[config.mk]
export PLATFORM = sky130hd
export DESIGN_NAME = sample_packetizer_flat
export DESIGN_NICKNAME = d
export VERILOG_FILES = /design/src/rtl/sample_packetizer_pkg.sv /design/src/rtl/sample_packetizer_if.sv /design/src/rtl/sample_packetizer_buffer.sv /design/src/rtl/sample_packetizer.sv /design/src/flat_wrapper.sv
export SDC_FILE = /design/constraint.sdc
export NUM_CORES = 1
export LEC_CHECK = 0
export ABC_AREA = 1
export CORE_MARGIN = 2
export CORE_UTILIZATION = 60
export CTS_BUF_LIST = sky130_fd_sc_hd__clkbuf_4 sky130_fd_sc_hd__clkbuf_8
export DETAILED_ROUTE_END_ITERATION = 10
export PLACE_DENSITY = 0.78
export SYNTH_ARGS = -nofsm -noshare
export SYNTH_HDL_FRONTEND = slang
export SYNTH_SLANG_ARGS = --single-unit
[constraint.sdc]
create_clock -name clk_i -period 7.8 [get_ports clk_i]
set_clock_uncertainty 0.1 [all_clocks]
set_input_delay 1.17 -clock clk_i [delete_from_list [all_inputs] [get_ports clk_i]]
set_output_delay 1.17 -clock clk_i [all_outputs]
set_load 0.01 [all_outputs]
[src/rtl/sample_packetizer_pkg.sv]
// Shared definitions for the sample packetizer: sync byte, frame length,
// FSM state encoding, the latched frame record and the byte selector that
// turns a frame record into its on-wire bytes.
package sample_packetizer_pkg;

  localparam logic [7:0] SYNC_BYTE = 8'hA5;
  localparam int         FRAME_LEN = 4;

  typedef enum logic [2:0] {
    ST_IDLE,
    ST_LOAD,
    ST_SEND,
    ST_WAIT,
    ST_GAP
  } state_t;

  // Everything needed to regenerate any byte of the frame on a retry.
  typedef struct packed {
    logic [15:0] smp;
    logic        ovf;
    logic [6:0]  seq;
  } frame_t;

  // Send order: sync, {ovf, seq}, sample MSB, sample LSB.
  function automatic logic [7:0] frame_byte(input frame_t f, input logic [1:0] idx);
    case (idx)
      2'd0:    return SYNC_BYTE;
      2'd1:    return {f.ovf, f.seq};
      2'd2:    return f.smp[15:8];
      default: return f.smp[7:0];
    endcase
  endfunction

endpackage

[src/rtl/sample_packetizer_if.sv]
// Byte-wide transmit handshake toward the USB FIFO bridge.
//   tx_data_rdy : one-cycle request (packetizer -> bridge)
//   tx_data     : byte, held from request until ack (packetizer -> bridge)
//   tx_ok       : one-cycle accept pulse (bridge -> packetizer)
//   tx_err      : one-cycle reject pulse (bridge -> packetizer)
//   busy        : bridge cannot take a request (bridge -> packetizer)
interface sample_packetizer_if;
  logic       tx_data_rdy;
  logic [7:0] tx_data;
  logic       tx_ok;
  logic       tx_err;
  logic       busy;

  modport master (output tx_data_rdy, tx_data, input tx_ok, tx_err, busy);
  modport slave  (input tx_data_rdy, tx_data, output tx_ok, tx_err, busy);
endinterface

[src/rtl/sample_packetizer_buffer.sv]
// sample_buffer: synchronous circular FIFO.
//   push/din   : write strobe and data; ignored when full unless popping too
//   pop/dout   : read strobe; dout is registered and valid the cycle after pop
//   full/empty : occupancy flags
//   level      : number of stored entries (0..DEPTH)
// Pointers carry one extra wrap bit so full and empty are distinguishable.
module sample_buffer #(
  parameter int W     = 16,
  parameter int DEPTH = 16,
  localparam int AW   = $clog2(DEPTH)
) (
  input  logic          clk_i,
  input  logic          reset_i,
  input  logic          push,
  input  logic          pop,
  input  logic [W-1:0]  din,
  output logic [W-1:0]  dout,
  output logic          full,
  output logic          empty,
  output logic [AW:0]   level
);

  logic [W-1:0] mem [DEPTH];
  logic [AW:0]  wptr, rptr;
  logic         do_push, do_pop;

  assign empty   = (wptr == rptr);
  assign full    = (wptr[AW] != rptr[AW]) && (wptr[AW-1:0] == rptr[AW-1:0]);
  assign level   = wptr - rptr;
  assign do_pop  = pop && !empty;
  // A pop in the same cycle frees the slot, so a full buffer still accepts.
  assign do_push = push && (!full || do_pop);

  always_ff @(posedge clk_i) begin
    if (do_push) mem[wptr[AW-1:0]] <= din;
  end

  always_ff @(posedge clk_i or posedge reset_i) begin
    if (reset_i) begin
      wptr <= '0;
      rptr <= '0;
      dout <= '0;
    end else begin
      if (do_push) wptr <= wptr + 1'b1;
      if (do_pop) begin
        rptr <= rptr + 1'b1;
        dout <= mem[rptr[AW-1:0]];
      end
    end
  end

endmodule

[src/rtl/sample_packetizer.sv]
// sample_packetizer: buffers 16-bit ADC samples and sends each one as a
// 4-byte frame (A5, {ovf,seq}, MSB, LSB) over the byte handshake, retrying
// rejected or unacknowledged bytes and aborting after MAX_RETRY failures.
//   clk_i, reset_i   : clock, async active-high reset
//   sample_valid_i   : one-cycle strobe for sample_i
//   sample_i         : ADC sample
//   tx               : transmit handshake (master side)
//   overflow_o       : sticky, a sample was dropped since the last frame start
//   drop_cnt_o       : aborted frame count, saturating
//   level_o          : buffer occupancy
//   frame_active_o   : FSM is not idle
module sample_packetizer
  import sample_packetizer_pkg::*;
#(
  parameter int DEPTH       = 16,
  parameter int MAX_RETRY   = 3,
  parameter int RETRY_GAP   = 8,
  parameter int ACK_TIMEOUT = 255
) (
  input  logic                     clk_i,
  input  logic                     reset_i,
  input  logic                     sample_valid_i,
  input  logic [15:0]              sample_i,
  sample_packetizer_if.master      tx,
  output logic                     overflow_o,
  output logic [7:0]               drop_cnt_o,
  output logic [$clog2(DEPTH):0]   level_o,
  output logic                     frame_active_o
);

  localparam int RW = $clog2(MAX_RETRY + 1);
  localparam int TW = (ACK_TIMEOUT > 1) ? $clog2(ACK_TIMEOUT) : 1;
  localparam int GW = (RETRY_GAP > 0) ? $clog2(RETRY_GAP + 1) : 1;

  state_t          state_q, state_d;
  logic [1:0]      idx_q, idx_d;
  logic [RW-1:0]   retry_q, retry_d;
  logic [TW-1:0]   wcnt_q, wcnt_d;
  logic [GW-1:0]   gcnt_q, gcnt_d;
  logic [6:0]      seq_q, seq_d;
  logic [7:0]      drop_q, drop_d;
  logic            ovf_q, ovf_d;
  frame_t          frm_q;

  logic            pop, load, fail, ovf_evt;
  logic            full, empty;
  logic [15:0]     buf_dout;

  sample_buffer #(.W(16), .DEPTH(DEPTH)) u_buf (
    .clk_i   (clk_i),
    .reset_i (reset_i),
    .push    (sample_valid_i),
    .pop     (pop),
    .din     (sample_i),
    .dout    (buf_dout),
    .full    (full),
    .empty   (empty),
    .level   (level_o)
  );

  // Only a push that the buffer actually refuses counts as an overflow.
  assign ovf_evt = sample_valid_i && full && !pop;

  always_comb begin
    state_d        = state_q;
    idx_d          = idx_q;
    retry_d        = retry_q;
    wcnt_d         = wcnt_q;
    gcnt_d         = gcnt_q;
    seq_d          = seq_q;
    drop_d         = drop_q;
    pop            = 1'b0;
    load           = 1'b0;
    fail           = 1'b0;
    tx.tx_data_rdy = 1'b0;

    case (state_q)
      ST_IDLE: begin
        if (!empty) begin
          pop     = 1'b1;
          state_d = ST_LOAD;
        end
      end
      ST_LOAD: begin
        load    = 1'b1;
        idx_d   = 2'd0;
        retry_d = '0;
        seq_d   = seq_q + 7'd1;
        state_d = ST_SEND;
      end
      ST_SEND: begin
        if (!tx.busy) begin
          tx.tx_data_rdy = 1'b1;
          wcnt_d         = '0;
          state_d        = ST_WAIT;
        end
      end
      ST_WAIT: begin
        // An error beats a simultaneous ok; timeout behaves like an error.
        fail = tx.tx_err || (ACK_TIMEOUT != 0 && wcnt_q == TW'(ACK_TIMEOUT - 1));
        if (fail) begin
          retry_d = retry_q + 1'b1;
          if (retry_d == RW'(MAX_RETRY)) begin
            if (drop_q != 8'hFF) drop_d = drop_q + 8'd1;
            state_d = ST_IDLE;
          end else begin
            gcnt_d  = '0;
            state_d = ST_GAP;
          end
        end else if (tx.tx_ok) begin
          if (idx_q == 2'(FRAME_LEN - 1)) begin
            state_d = ST_IDLE;
          end else begin
            idx_d   = idx_q + 2'd1;
            retry_d = '0;
            state_d = ST_SEND;
          end
        end else begin
          wcnt_d = wcnt_q + 1'b1;
        end
      end
      ST_GAP: begin
        if (gcnt_q == GW'(RETRY_GAP)) state_d = ST_SEND;
        else                          gcnt_d  = gcnt_q + 1'b1;
      end
      default: state_d = ST_IDLE;
    endcase

    // Frame start hands the flag to the header; a same-cycle drop re-arms it.
    ovf_d = ovf_evt ? 1'b1 : (load ? 1'b0 : ovf_q);
  end

  always_ff @(posedge clk_i or posedge reset_i) begin
    if (reset_i) begin
      state_q <= ST_IDLE;
      idx_q   <= '0;
      retry_q <= '0;
      wcnt_q  <= '0;
      gcnt_q  <= '0;
      seq_q   <= '0;
      drop_q  <= '0;
      ovf_q   <= 1'b0;
      frm_q   <= '0;
    end else begin
      state_q <= state_d;
      idx_q   <= idx_d;
      retry_q <= retry_d;
      wcnt_q  <= wcnt_d;
      gcnt_q  <= gcnt_d;
      seq_q   <= seq_d;
      drop_q  <= drop_d;
      ovf_q   <= ovf_d;
      if (load) frm_q <= '{smp: buf_dout, ovf: ovf_q, seq: seq_q};
    end
  end

  assign tx.tx_data     = (state_q == ST_SEND || state_q == ST_WAIT) ? frame_byte(frm_q, idx_q) : 8'h00;
  assign overflow_o     = ovf_q;
  assign drop_cnt_o     = drop_q;
  assign frame_active_o = (state_q != ST_IDLE);

endmodule

[src/flat_wrapper.sv]
// flat-port wrapper written by rule: the top's interface ports become plain ports
module sample_packetizer_flat import sample_packetizer_pkg::*;
#(
  parameter int DEPTH       = 16,
  parameter int MAX_RETRY   = 3,
  parameter int RETRY_GAP   = 8,
  parameter int ACK_TIMEOUT = 255
)
  (clk_i, reset_i, sample_valid_i, sample_i, overflow_o, drop_cnt_o, level_o, frame_active_o, tx_tx_data_rdy, tx_tx_data, tx_tx_ok, tx_tx_err, tx_busy);
  sample_packetizer_if tx_i ();
  input  logic clk_i;
  input  logic reset_i;
  input  logic sample_valid_i;
  input  logic [15:0] sample_i;
  output logic overflow_o;
  output logic [7:0] drop_cnt_o;
  output logic [$clog2(DEPTH):0] level_o;
  output logic frame_active_o;
  output wire logic [$bits(tx_i.tx_data_rdy)-1:0] tx_tx_data_rdy;
  output wire logic [$bits(tx_i.tx_data)-1:0] tx_tx_data;
  input wire logic [$bits(tx_i.tx_ok)-1:0] tx_tx_ok;
  input wire logic [$bits(tx_i.tx_err)-1:0] tx_tx_err;
  input wire logic [$bits(tx_i.busy)-1:0] tx_busy;
  assign tx_tx_data_rdy = tx_i.tx_data_rdy;
  assign tx_tx_data = tx_i.tx_data;
  assign tx_i.tx_ok = tx_tx_ok;
  assign tx_i.tx_err = tx_tx_err;
  assign tx_i.busy = tx_busy;
  sample_packetizer #(.DEPTH(DEPTH), .MAX_RETRY(MAX_RETRY), .RETRY_GAP(RETRY_GAP), .ACK_TIMEOUT(ACK_TIMEOUT)) u_core (.clk_i(clk_i), .reset_i(reset_i), .sample_valid_i(sample_valid_i), .sample_i(sample_i), .tx(tx_i), .overflow_o(overflow_o), .drop_cnt_o(drop_cnt_o), .level_o(level_o), .frame_active_o(frame_active_o));
endmodule
==> metrics.txt, run 1 <==
# TYPE chip_impl_metric gauge
chip_impl_info{name="outcome",value="finished clean"} 1
chip_impl_metric{name="synth_fp_nets",unit=""} 1628
chip_impl_metric{name="fp.dieArea",unit="um2"} 26800
chip_impl_metric{name="max_buffers_root_to_sink",unit=""} 3
chip_impl_metric{name="ys.warnings.count",unit=""} 0
chip_impl_info{name="hold_path.startpoint",value="u_core.u_buf.dout[9]$_DFFE_PP0P_"} 1
chip_impl_info{name="cts_tree",value="done"} 1
chip_impl_metric{name="combinational_cell_fraction_of_total_power",unit=""} 0.343
chip_impl_metric{name="clock_sinks",unit=""} 341
chip_impl_metric{name="grt_max_degree",unit=""} 93
chip_impl_metric{name="post_synth_instance_area",unit="um2"} 15300
chip_impl_info{name="yosys.area.top_type",value="sky130_fd_sc_hd__edfxtp_1"} 1
chip_impl_metric{name="total_vias_in_the_final_route",unit=""} 10700
chip_impl_info{name="timing.critical_path.from_type",value="flip-flop"} 1
chip_impl_metric{name="max_slew.worst_pin.slew",unit="ns"} 1.21
chip_impl_metric{name="ys_seq_area_frac",unit=""} 0.640
chip_impl_info{name="synth.area.top_cells",value="sky130_fd_sc_hd__edfxtp_1 50%, sky130_fd_sc_hd__dfrtp_1 14%, sky130_fd_sc_hd__nand2_1 12%"} 1
chip_impl_metric{name="pwr_density_cell",unit="nW/um2"} 359
chip_impl_metric{name="area_delta_synth_final",unit="%"} 12.4
chip_impl_metric{name="chipWidth",unit="um"} 164
chip_impl_metric{name="worst-path-max-fanout",unit=""} 52
chip_impl_metric{name="first_global_vias",unit=""} 10200
chip_impl_metric{name="holdPathStages",unit=""} 2
chip_impl_metric{name="switchingPower",unit="W"} 0.00230
chip_impl_metric{name="cts_repair_resize_count",unit=""} 0
chip_impl_metric{name="worst_setup_hold_path_clk_slew",unit="ns"} 0.06
chip_impl_metric{name="num_io_pins",unit=""} 46
chip_impl_metric{name="grt_remaining_overflow",unit=""} 0
chip_impl_metric{name="drive_above_1_share",unit=""} 0.0831
chip_impl_metric{name="final-setup-viol-count",unit=""} 0
chip_impl_metric{name="grt_pass1_wl",unit="um"} 52800
chip_impl_metric{name="clk-insertion-delay-late",unit="ns"} 0.58
chip_impl_info{name="reg2reg_end",value="u_core.u_buf.mem[5][8]$_DFFE_PP_"} 1
chip_impl_metric{name="timing.final.crit_period",unit="ns"} 4.27
chip_impl_metric{name="count_of_input_and_output_buffers",unit=""} 45
chip_impl_metric{name="cts.hold.buffers_added",unit=""} 0
chip_impl_metric{name="ctsHtreeMaxLevel",unit=""} 2
chip_impl_metric{name="detailed_place.area",unit="um2"} 16000
chip_impl_metric{name="synthDistinctLibCells",unit=""} 33
chip_impl_info{name="end_kind",value="output pin"} 1
chip_impl_metric{name="placement_rows",unit=""} 58
chip_impl_metric{name="ys_seq_elements",unit=""} 341
chip_impl_metric{name="layout_worst_path_cycle_share",unit=""} 0.547
chip_impl_metric{name="drc",unit=""} 0
chip_impl_metric{name="vdd_ir_drop_max",unit="mV"} 0.340
chip_impl_metric{name="reg2regPathDepth",unit=""} 10
chip_impl_info{name="crit_path_start",value="u_core.u_buf.rptr[0]$_DFFE_PP0P_"} 1
chip_impl_info{name="holdCritPathClass",value="flip-flop to flip-flop"} 1
chip_impl_info{name="whs_endpoint",value="u_core.frm_q[17]$_DFFE_PP0N_"} 1
chip_impl_metric{name="syn_avg_cell_area",unit="um2"} 9.68
chip_impl_metric{name="fp.coreArea",unit="um2"} 25100
chip_impl_metric{name="drt-pass1-iter-count",unit=""} 5
chip_impl_metric{name="netSwitchingFraction",unit=""} 0.372
chip_impl_metric{name="setup_fix_buffers_added_after_clock_tree_synthesis",unit=""} 0
chip_impl_metric{name="drt-vias-per-instance",unit=""} 5.30
chip_impl_metric{name="starting_drt_drc_count",unit=""} 1157
chip_impl_metric{name="power_leakage",unit="nW"} 7.60
chip_impl_info{name="rsz0062_at_grt",value="no"} 1
chip_impl_metric{name="synthesis.instances",unit=""} 1584
chip_impl_metric{name="relSlewSlack",unit=""} 0.191
chip_impl_info{name="ctsRootBufferMaster",value="sky130_fd_sc_hd__clkbuf_8"} 1
chip_impl_metric{name="detailedPlacementHpwl",unit="um"} 20800
chip_impl_metric{name="crit_path_arrival_time",unit="ns"} 3.00
chip_impl_metric{name="place.gp.congestion",unit=""} 0.894
chip_impl_info{name="rr_startpoint",value="u_core.u_buf.rptr[3]$_DFFE_PP0P_"} 1
chip_impl_metric{name="ant_nets",unit=""} 0
chip_impl_metric{name="routedWlPerCell",unit="um"} 16.6
chip_impl_metric{name="slew_viol_final",unit=""} 0
chip_impl_metric{name="maxClockFrequency",unit="MHz"} 234
chip_impl_metric{name="fin_area",unit="um2"} 17200
chip_impl_info{name="criticalPathCategory",value="flip-flop to output pin"} 1
chip_impl_metric{name="setup_tns",unit="ns"} 0
chip_impl_metric{name="critical_path_required",unit="ns"} 6.53
chip_impl_metric{name="cts_inserted_buffers",unit=""} 54
chip_impl_metric{name="sequential_share_of_power",unit=""} 0.395
chip_impl_metric{name="global_route.usage.total",unit=""} 0.254
chip_impl_metric{name="chipHeight",unit="um"} 164
chip_impl_metric{name="max_cap_viol_count",unit=""} 0
chip_impl_metric{name="post-synth-top-area-fraction",unit=""} 0.502
chip_impl_metric{name="drt-total-wl",unit="um"} 33400
chip_impl_metric{name="count_of_nets_after_finishing",unit=""} 1686
chip_impl_metric{name="grt_antenna_before_repair",unit=""} 0
chip_impl_metric{name="setup.reg_to_reg.worst_slack",unit="ns"} 4.31
chip_impl_metric{name="start_util",unit=""} 0.610
chip_impl_metric{name="final-hold-violation-count",unit=""} 0
chip_impl_metric{name="antenna_cells",unit=""} 0
chip_impl_metric{name="p_int",unit="W"} 0.00388
chip_impl_metric{name="power_frac_clock",unit=""} 0.262
-- placed cells by master, fill, tap and decap left out, types with 2 or more instances in the layout --
master,n
sky130_fd_sc_hd__bufinv_16,4
sky130_fd_sc_hd__clkdlybuf4s50_1,45
sky130_fd_sc_hd__inv_2,5
sky130_fd_sc_hd__inv_1,237
sky130_fd_sc_hd__nand3_2,2
sky130_fd_sc_hd__clkbuf_4,21
sky130_fd_sc_hd__buf_4,19
sky130_fd_sc_hd__nand2_1,487
sky130_fd_sc_hd__a21oi_1,3
sky130_fd_sc_hd__clkinv_1,7
sky130_fd_sc_hd__xor2_1,18
sky130_fd_sc_hd__nand4_1,2
sky130_fd_sc_hd__nor3_1,4
sky130_fd_sc_hd__ha_1,21
sky130_fd_sc_hd__clkinv_2,7
sky130_fd_sc_hd__o21ai_2,4
sky130_fd_sc_hd__edfxtp_1,256
sky130_fd_sc_hd__nand3b_1,2
sky130_fd_sc_hd__nor2_2,6
sky130_fd_sc_hd__clkbuf_8,60
sky130_fd_sc_hd__o21ai_0,27
sky130_fd_sc_hd__dfrtp_1,83
sky130_fd_sc_hd__clkinvlp_4,3
sky130_fd_sc_hd__nand3_1,208
sky130_fd_sc_hd__nor2_1,125
sky130_fd_sc_hd__xnor2_1,9
sky130_fd_sc_hd__nor2_4,2
sky130_fd_sc_hd__a221oi_1,8
-- power groups by stage --
stage	Combinational (W)	Clock, W	Sequential [W]
CTS	0.00211	0.00164	0.00244
finish	0.00212	0.00162	0.00244
global placement	0.00204	0	0.00246
global route	0.00237	0.00173	0.00247
detailed placement	0.00210	0	0.00247
floorplan	0.00152	0	0.00239
-- worst max-delay path by stage --
stage	endpoint	slack [ns]
finish	level_o[4]	3.53
global route	level_o[4]	3.33
CTS	level_o[4]	3.50
detailed placement	level_o[4]	4.10
global placement	level_o[4]	4.11
floorplan	u_core.drop_cnt_o[0]$_DFFE_PP0P_	4.34
-- cell families after synthesis --
| family | count (synthesis) | share of synthesized area |
|---|---|---|
| xor+xnor | 27 | 0.0154 |
| flops | 341 | 0.640 |
| compound gates | 44 | 0.0181 |
| simple gates | 842 | 0.227 |
| fa+ha+maj | 22 | 0.0184 |
| buf+inv | 308 | 0.0803 |
-- through the flow --
| step | utilization | std cells | power [W] | setup WS [ns] | hold WS, ns |
|---|---|---|---|---|---|
| after global placement | 0.639 | 1916 | 0.00450 | 4.11 | 0.354 |
| final | 0.686 | 2015 | 0.00618 | 3.53 | 0.368 |
| after detailed placement | 0.639 | 1916 | 0.00457 | 4.10 | 0.356 |
| after CTS | 0.686 | 2015 | 0.00620 | 3.50 | 0.370 |
| after floorplan | - | 1584 | 0.00390 | 4.34 | 0.337 |
| after global routing | 0.686 | 2015 | 0.00657 | 3.33 | 0.391 |
-- layer usage --
| layer | part of all wire | up-vias | track usage | wire length, um |
|---|---|---|---|---|
| li1 | - | 5183 | - | - |
| met1 | 0.42 | 5025 | 0.349 | 13900 |
| met2 | 0.49 | 410 | 0.416 | 16200 |
| met3 | 0.072 | 70 | 0.0424 | 2390 |
| met4 | 0.025 | 0 | 0.0873 | 850 |
| met5 | 0 | - | 0 | 0 |
-- sequential cells by signal, indices dropped and copies added, names as in the netlist, 5 cells and up --
| register | flops |
|---|---|
| u_core.u_buf.wptr | 5 |
| u_core.seq_q | 7 |
| u_core.wcnt_q | 8 |
| u_core.u_buf.dout | 16 |
| u_core.u_buf.rptr | 5 |
| u_core.u_buf.mem | 256 |
| u_core.frm_q | 24 |
| u_core.drop_cnt_o | 8 |
-- synthesized netlist by cell type (all sizes together) --
library cell,instances
clkinv,2
nand3b,2
nand3,210
nand2,489
clkbuf,10
edfxtp,256
dfrtp,85
xnor2,9
nand4,2
o21ai,31
or2,1
ha,21
fa,1
buf,52
inv,244
nor2,133
nor3,4
a221oi,8
and2,1
xor2,18
a21oi,4
o22ai,1
-- cell type report --
class	instances	area [um2]
clock buffer	81	983
sequential	341	9820
inverter	246	926
timing repair buffer	64	593
multi-input combinational	935	4290
tap	330	413
fill	1903	7890
clock inverter	18	195
-- worst max-delay path, stage by stage (launching register included) --
cell,delay (ns)
sky130_fd_sc_hd__dfrtp_4,0.80
sky130_fd_sc_hd__ha_1,0.27
sky130_fd_sc_hd__inv_1,0.06
sky130_fd_sc_hd__fa_1,0.39
sky130_fd_sc_hd__nand3_1,0.10
sky130_fd_sc_hd__nand2_1,0.07
sky130_fd_sc_hd__xor2_1,0.18
sky130_fd_sc_hd__clkdlybuf4s50_1,0.56
Power figures use the tool's default switching activity.
==> run 2, diff against run 1 <==
- clock period: 7.8 -> 4 ns (I/O delays scaled with it)
==> run 2 against run 1 <==
Net effect:
- final cell count up 0.25%
- first-iteration DRC count rose by 16%
- sequential share of layout area up 0.18 points
- worst setup slack got worse by 3.1 ns
- largest power group unchanged
- hold slack better by 0.0040 ns
- highest routed layer unchanged
- flip-flop and latch count stayed put
- design area shrank 0.32%
- total power is 92% higher
- register-to-register slack worse by 3.5 ns
- sequential power grew 93%
- die area unchanged
- largest cell class unchanged
==> metrics.txt, run 2 (synthesis gave the netlist of run 1 again) <==
# TYPE chip_impl_metric gauge
chip_impl_info{name="rsz0062_at_grt",value="no"} 1
chip_impl_info{name="setup.worst_path.end",value="level_o[4]"} 1
chip_impl_metric{name="num_io_pins",unit=""} 46
chip_impl_info{name="hold_path.startpoint",value="u_core.frm_q[12]$_DFFE_PP0N_"} 1
chip_impl_metric{name="setup.reg_to_reg.worst_slack",unit="ns"} 0.81
chip_impl_metric{name="critical_path_required",unit="ns"} 3.30
chip_impl_metric{name="hold_ws",unit="ns"} 0.372
chip_impl_metric{name="total_vias_in_the_final_route",unit=""} 10900
chip_impl_metric{name="power_frac_clock",unit=""} 0.246
chip_impl_metric{name="power_leakage",unit="nW"} 7.58
chip_impl_metric{name="netSwitchingFraction",unit=""} 0.381
chip_impl_metric{name="crit_path_arrival_time",unit="ns"} 2.86
chip_impl_metric{name="slew_viol_final",unit=""} 0
chip_impl_metric{name="reg2regPathDepth",unit=""} 10
chip_impl_info{name="holdCritPathClass",value="flip-flop to flip-flop"} 1
chip_impl_info{name="outcome",value="finished clean"} 1
chip_impl_metric{name="max_slew.worst_pin.slew",unit="ns"} 1.25
chip_impl_metric{name="clk-insertion-delay-late",unit="ns"} 0.60
chip_impl_metric{name="drc",unit=""} 0
chip_impl_metric{name="p_int",unit="W"} 0.00734
chip_impl_metric{name="routedWlPerCell",unit="um"} 17.0
chip_impl_metric{name="vdd_ir_drop_max",unit="mV"} 0.623
chip_impl_metric{name="drt-total-wl",unit="um"} 34400
chip_impl_metric{name="antenna_cells",unit=""} 0
chip_impl_metric{name="starting_drt_drc_count",unit=""} 1347
chip_impl_metric{name="fp.dieArea",unit="um2"} 26800
chip_impl_metric{name="switchingPower",unit="W"} 0.00452
chip_impl_metric{name="drt-pass1-iter-count",unit=""} 6
chip_impl_metric{name="setup_tns",unit="ns"} 0
chip_impl_info{name="crit_path_start",value="u_core.u_buf.rptr[1]$_DFFE_PP0P_"} 1
chip_impl_metric{name="grt_max_degree",unit=""} 73
chip_impl_metric{name="number_of_flip_flops_in_the_largest_register",unit=""} 256
chip_impl_metric{name="clock_sinks",unit=""} 341
chip_impl_metric{name="cts.hold.buffers_added",unit=""} 0
chip_impl_metric{name="cts_inserted_buffers",unit=""} 53
chip_impl_metric{name="setup_fix_buffers_added_after_clock_tree_synthesis",unit=""} 0
chip_impl_info{name="layout.cells.most_common_list",value="487 x sky130_fd_sc_hd__nand2_1, 256 x sky130_fd_sc_hd__edfxtp_1, 237 x sky130_fd_sc_hd__inv_1"} 1
chip_impl_info{name="end_kind",value="output pin"} 1
chip_impl_metric{name="chipWidth",unit="um"} 164
chip_impl_metric{name="max_buffers_root_to_sink",unit=""} 3
chip_impl_metric{name="ctsHtreeMaxLevel",unit=""} 2
chip_impl_metric{name="grt_antenna_before_repair",unit=""} 0
chip_impl_metric{name="placement_rows",unit=""} 58
chip_impl_metric{name="post-route-util",unit=""} 0.684
chip_impl_info{name="rr_startpoint",value="u_core.u_buf.rptr[0]$_DFFE_PP0P_"} 1
chip_impl_metric{name="max_cap_viol_count",unit=""} 0
chip_impl_metric{name="worst_setup_hold_path_clk_slew",unit="ns"} 0.06
chip_impl_info{name="reg2reg_end",value="u_core.u_buf.dout[8]$_DFFE_PP0P_"} 1
chip_impl_info{name="ctsRootBufferMaster",value="sky130_fd_sc_hd__clkbuf_8"} 1
chip_impl_metric{name="combinational_cell_fraction_of_total_power",unit=""} 0.357
chip_impl_metric{name="timing.final.crit_period",unit="ns"} 3.56
chip_impl_metric{name="pwr_density_cell",unit="nW/um2"} 691
chip_impl_metric{name="detailedPlacementHpwl",unit="um"} 21400
chip_impl_metric{name="start_util",unit=""} 0.610
chip_impl_metric{name="place.gp.congestion",unit=""} 0.881
chip_impl_metric{name="relSlewSlack",unit=""} 0.162
chip_impl_metric{name="grt_remaining_overflow",unit=""} 0
chip_impl_metric{name="fin_area",unit="um2"} 17200
chip_impl_metric{name="grt_pass1_wl",unit="um"} 54200
chip_impl_info{name="criticalPathCategory",value="flip-flop to output pin"} 1
chip_impl_metric{name="first_global_vias",unit=""} 10300
chip_impl_metric{name="final-hold-violation-count",unit=""} 0
chip_impl_metric{name="worst-path-max-fanout",unit=""} 66
chip_impl_metric{name="count_of_nets_after_finishing",unit=""} 1691
chip_impl_metric{name="cts_repair_resize_count",unit=""} 0
chip_impl_metric{name="sequential_share_of_power",unit=""} 0.397
chip_impl_metric{name="global_route.usage.total",unit=""} 0.262
chip_impl_metric{name="drive_above_1_share",unit=""} 0.0846
chip_impl_metric{name="chipHeight",unit="um"} 164
chip_impl_metric{name="area_delta_synth_final",unit="%"} 12.0
chip_impl_metric{name="fp.coreArea",unit="um2"} 25100
chip_impl_metric{name="layout_worst_path_cycle_share",unit=""} 0.891
chip_impl_metric{name="ant_nets",unit=""} 0
chip_impl_metric{name="detailed_place.area",unit="um2"} 16100
chip_impl_info{name="mostFrequentLayoutCell",value="sky130_fd_sc_hd__nand2_1"} 1
chip_impl_metric{name="filler_cell_count",unit=""} 1889
chip_impl_metric{name="drt-vias-per-instance",unit=""} 5.41
chip_impl_info{name="timing.critical_path.from_type",value="flip-flop"} 1
chip_impl_metric{name="final-setup-viol-count",unit=""} 0
chip_impl_metric{name="count_of_input_and_output_buffers",unit=""} 45
chip_impl_info{name="cts_tree",value="done"} 1
chip_impl_metric{name="maxClockFrequency",unit="MHz"} 281
run 2: cell count changes in the layout (fill, tap and decap cells not counted):
cell,delta
sky130_fd_sc_hd__bufinv_16,-3
sky130_fd_sc_hd__inv_6,+1
sky130_fd_sc_hd__clkinvlp_4,-1
sky130_fd_sc_hd__clkbuf_8,-5
sky130_fd_sc_hd__clkbuf_4,+5
sky130_fd_sc_hd__buf_4,+5
sky130_fd_sc_hd__buf_12,+1
sky130_fd_sc_hd__clkinv_1,+2
run 2: how the worst min path moves through the flow:
stage	endpoint	cells past startpoint
CTS	u_core.frm_q[14]$_DFFE_PP0N_	2
floorplan	u_core.frm_q[10]$_DFFE_PP0N_	2
detailed placement	u_core.frm_q[14]$_DFFE_PP0N_	2
global route	u_core.frm_q[12]$_DFFE_PP0N_	2
finish	u_core.frm_q[12]$_DFFE_PP0N_	2
global placement	u_core.frm_q[8]$_DFFE_PP0N_	2
run 2: metrics by stage:
step / setup slack, ns / std cells / total power [W]
floorplan: 1.07 / 1584 / 0.00761
global placement: 0.922 / 1921 / 0.00881
detailed placement: 0.867 / 1921 / 0.00894
CTS: 0.380 / 2019 / 0.0119
global route: 0.270 / 2020 / 0.0126
finish: 0.438 / 2020 / 0.0119
run 2: worst max-delay path, stage by stage (launching register included):
cell                              delay, ns
sky130_fd_sc_hd__dfrtp_2               0.41
sky130_fd_sc_hd__inv_2                 0.06
sky130_fd_sc_hd__buf_4                 0.59
sky130_fd_sc_hd__fa_1                  0.35
sky130_fd_sc_hd__nand3_1               0.09
sky130_fd_sc_hd__nand2_1               0.09
sky130_fd_sc_hd__xor2_1                0.14
sky130_fd_sc_hd__clkdlybuf4s50_1       0.55
run 2: power groups by stage:
stage | combinational, W | clock [W] | sequential [W]
final | 0.00423 | 0.00292 | 0.00470
after global routing | 0.00470 | 0.00311 | 0.00474
after CTS | 0.00420 | 0.00296 | 0.00470
after detailed placement | 0.00418 | 0 | 0.00476
after global placement | 0.00407 | 0 | 0.00474
after floorplan | 0.00296 | 0 | 0.00465
run 2: routing by layer:
layer  track usage  routed length [um]  vias up
met5             0                   0        -
met1         0.361               14100     5183
met3        0.0492                2940       75
li1              -                   -     5185
met4        0.0833                 868        0
met2         0.425               16500      481
run 2: area by class of cell:
class / instances / area (um2) / area share
inverters: 246 / 926 / 0.0539
multi-input cells: 935 / 4290 / 0.250
clock buffers: 81 / 952 / 0.0555
flip-flops and latches: 341 / 9820 / 0.572
repair buffers: 70 / 651 / 0.0379
well taps: 330 / 413 / 0.0241
clock inverters: 17 / 114 / 0.00663
==> run 3, diff against run 2 <==
- SLEW_MARGIN: not set -> 10
==> run 3 against run 2 <==
Net effect:
- final cell count unchanged
- global-route usage down 0.13 points
- sequential share of layout area decreased by 0.13 points
- design area is 0.23% higher
- routed wire length down 0.30%
- flip-flop and latch count unchanged
- count of clock-buffer cells in the layout grew 2
- clock power increased by 3%
- critical path type unchanged
==> metrics.txt, run 3 (synthesis gave the netlist of run 1 again) <==
# TYPE chip_impl_metric gauge
chip_impl_info{name="rsz0062_at_grt",value="no"} 1
chip_impl_info{name="layout.cells.most_common_list",value="487 x sky130_fd_sc_hd__nand2_1, 256 x sky130_fd_sc_hd__edfxtp_1, 237 x sky130_fd_sc_hd__inv_1"} 1
chip_impl_metric{name="first_global_vias",unit=""} 10400
chip_impl_metric{name="setup_fix_buffers_added_after_clock_tree_synthesis",unit=""} 0
chip_impl_metric{name="num_io_pins",unit=""} 46
chip_impl_metric{name="chipHeight",unit="um"} 164
chip_impl_metric{name="place.gp.congestion",unit=""} 0.881
chip_impl_metric{name="filler_cell_count",unit=""} 1868
chip_impl_metric{name="layout_setup_ws",unit="ns"} 0.399
chip_impl_info{name="end_kind",value="output pin"} 1
chip_impl_metric{name="drt-pass1-iter-count",unit=""} 7
chip_impl_metric{name="detailedPlacementHpwl",unit="um"} 21400
chip_impl_metric{name="count_of_input_and_output_buffers",unit=""} 45
chip_impl_info{name="rr_startpoint",value="u_core.u_buf.wptr[2]$_DFFE_PP0P_"} 1
chip_impl_metric{name="placement_rows",unit=""} 58
chip_impl_metric{name="grt_antenna_before_repair",unit=""} 1
chip_impl_metric{name="slew_viol_final",unit=""} 0
chip_impl_metric{name="clk-insertion-delay-late",unit="ns"} 0.61
chip_impl_metric{name="setup_tns",unit="ns"} 0
chip_impl_metric{name="setup.reg_to_reg.worst_slack",unit="ns"} 0.80
chip_impl_info{name="criticalPathCategory",value="flip-flop to output pin"} 1
chip_impl_info{name="holdCritPathClass",value="flip-flop to flip-flop"} 1
chip_impl_metric{name="layout_worst_path_cycle_share",unit=""} 0.900
chip_impl_metric{name="worst_setup_hold_path_clk_slew",unit="ns"} 0.06
chip_impl_metric{name="routedWlPerCell",unit="um"} 17.0
chip_impl_metric{name="grt_pass1_wl",unit="um"} 53800
chip_impl_metric{name="final-hold-violation-count",unit=""} 0
chip_impl_metric{name="fp.coreArea",unit="um2"} 25100
chip_impl_metric{name="grt_max_degree",unit=""} 73
chip_impl_info{name="cts_tree",value="done"} 1
chip_impl_metric{name="drt-total-wl",unit="um"} 34300
chip_impl_metric{name="starting_drt_drc_count",unit=""} 1213
chip_impl_metric{name="timing.final.crit_period",unit="ns"} 3.60
chip_impl_metric{name="hold_ws",unit="ns"} 0.366
chip_impl_metric{name="number_of_flip_flops_in_the_largest_register",unit=""} 256
chip_impl_metric{name="relSlewSlack",unit=""} 0.293
chip_impl_metric{name="chipWidth",unit="um"} 164
chip_impl_info{name="hold_path.startpoint",value="u_core.frm_q[9]$_DFFE_PP0N_"} 1
chip_impl_metric{name="pwr_density_cell",unit="nW/um2"} 693
chip_impl_info{name="ctsRootBufferMaster",value="sky130_fd_sc_hd__clkbuf_8"} 1
chip_impl_metric{name="reg2regPathDepth",unit=""} 9
chip_impl_metric{name="final_instance_count_without_filler_cells",unit=""} 2020
chip_impl_metric{name="ctsHtreeMaxLevel",unit=""} 2
chip_impl_info{name="outcome",value="finished clean"} 1
chip_impl_metric{name="drt-vias-per-instance",unit=""} 5.32
chip_impl_info{name="timing.critical_path.from_type",value="flip-flop"} 1
chip_impl_metric{name="count_of_nets_after_finishing",unit=""} 1691
chip_impl_metric{name="cts.hold.buffers_added",unit=""} 0
chip_impl_metric{name="final-setup-viol-count",unit=""} 0
chip_impl_metric{name="max_cap_viol_count",unit=""} 0
chip_impl_metric{name="global_route.usage.total",unit=""} 0.260
chip_impl_metric{name="grt_remaining_overflow",unit=""} 0
chip_impl_metric{name="fp.dieArea",unit="um2"} 26800
chip_impl_metric{name="drc",unit=""} 0
chip_impl_info{name="mostFrequentLayoutCell",value="sky130_fd_sc_hd__nand2_1"} 1
chip_impl_metric{name="max_slew.worst_pin.slew",unit="ns"} 1.06
chip_impl_metric{name="cts_inserted_buffers",unit=""} 54
chip_impl_metric{name="worst-path-max-fanout",unit=""} 66
chip_impl_metric{name="max_buffers_root_to_sink",unit=""} 3
chip_impl_metric{name="drive_above_1_share",unit=""} 0.0852
chip_impl_metric{name="total_vias_in_the_final_route",unit=""} 10800
chip_impl_metric{name="ant_nets",unit=""} 0
chip_impl_metric{name="antenna_cells",unit=""} 0
chip_impl_metric{name="clock_sinks",unit=""} 341
chip_impl_metric{name="crit_path_arrival_time",unit="ns"} 2.90
chip_impl_metric{name="start_util",unit=""} 0.610
chip_impl_metric{name="critical_path_required",unit="ns"} 3.30
chip_impl_metric{name="maxClockFrequency",unit="MHz"} 278
chip_impl_metric{name="holdPathStages",unit=""} 2
chip_impl_metric{name="area_delta_synth_final",unit="%"} 12.3
chip_impl_metric{name="power_leakage",unit="nW"} 7.60
chip_impl_info{name="reg2reg_end",value="u_core.u_buf.mem[12][12]$_DFFE_PP_"} 1
chip_impl_metric{name="place_worst_setup_slack",unit="ns"} 0.848
chip_impl_metric{name="vdd_ir_drop_max",unit="mV"} 0.633
chip_impl_info{name="whs_endpoint",value="u_core.frm_q[9]$_DFFE_PP0N_"} 1
chip_impl_metric{name="cts_repair_resize_count",unit=""} 0
chip_impl_metric{name="numPlacedInstances",unit=""} 1921
==> run 3: cell count changes in the layout (fill, tap and decap cells not counted) <==
| cell | previous run | this run |
|---|---|---|
| sky130_fd_sc_hd__nor2_2 | 6 | 8 |
| sky130_fd_sc_hd__inv_6 | 2 | 1 |
| sky130_fd_sc_hd__clkbuf_8 | 55 | 59 |
| sky130_fd_sc_hd__buf_4 | 24 | 23 |
| sky130_fd_sc_hd__clkinv_4 | 0 | 1 |
| sky130_fd_sc_hd__clkbuf_4 | 26 | 24 |
| sky130_fd_sc_hd__nor2_1 | 125 | 123 |
| sky130_fd_sc_hd__inv_8 | 0 | 2 |
| sky130_fd_sc_hd__clkinv_2 | 7 | 5 |
| sky130_fd_sc_hd__clkinv_1 | 9 | 10 |
| sky130_fd_sc_hd__clkinvlp_4 | 2 | 0 |
==> run 3: worst max-delay path by stage <==
stage / from / slack, ns / cells after the start / endpoint
floorplan: u_core.u_buf.rptr[3]$_DFFE_PP0P_ / 1.07 / 11 / u_core.u_buf.mem[11][0]$_DFFE_PP_
global placement: sample_valid_i / 0.92 / 5 / u_core.u_buf.mem[5][0]$_DFFE_PP_
detailed placement: u_core.u_buf.wptr[2]$_DFFE_PP0P_ / 0.85 / 8 / u_core.u_buf.mem[5][12]$_DFFE_PP_
CTS: u_core.u_buf.rptr[1]$_DFFE_PP0P_ / 0.37 / 7 / level_o[4]
global route: u_core.u_buf.rptr[1]$_DFFE_PP0P_ / 0.29 / 7 / level_o[4]
finish: u_core.u_buf.rptr[1]$_DFFE_PP0P_ / 0.40 / 7 / level_o[4]
==> run 3: cell type report <==
cell class	instances	area (um2)	area share
Clock buffer	83	992	0.0577
Clock inverter	16	115	0.00669
Inverter	246	926	0.0538
Multi-Input combinational cell	935	4300	0.250
Sequential cell	341	9820	0.571
Tap cell	330	413	0.0240
Timing Repair Buffer	69	643	0.0374
==> run 3: power breakdown <==
| part | switching [W] | internal [W] | leakage [nW] |
|---|---|---|---|
| clock network | 0.00135 | 0.00165 | 0.594 |
| logic | 0.00286 | 0.00136 | 3.62 |
| registers | 0.000310 | 0.00439 | 3.38 |
==> run 3: per-layer routing <==
layer	vias up	global-route usage	share of wire
li1	5188	-	-
met1	5015	0.352	0.41
met2	464	0.421	0.47
met3	83	0.0556	0.083
met4	2	0.0945	0.031
met5	-	0	0.00038
==> run 3: worst max-delay path, cell delays in order (launching register included) <==
cell	delay (ns)
sky130_fd_sc_hd__dfrtp_2	0.41
sky130_fd_sc_hd__inv_2	0.06
sky130_fd_sc_hd__buf_4	0.63
sky130_fd_sc_hd__fa_1	0.36
sky130_fd_sc_hd__nand3_1	0.09
sky130_fd_sc_hd__nand2_1	0.09
sky130_fd_sc_hd__xor2_1	0.14
sky130_fd_sc_hd__clkdlybuf4s50_1	0.55
==> run 3: through the flow <==
step | utilization | power, W | cell area [um2]
floorplan | - | 0.00761 | 15300
global placement | 0.641 | 0.00881 | 16100
detailed placement | 0.641 | 0.00894 | 16100
CTS | 0.685 | 0.0119 | 17200
global route | 0.685 | 0.0126 | 17200
finish | 0.685 | 0.0119 | 17200
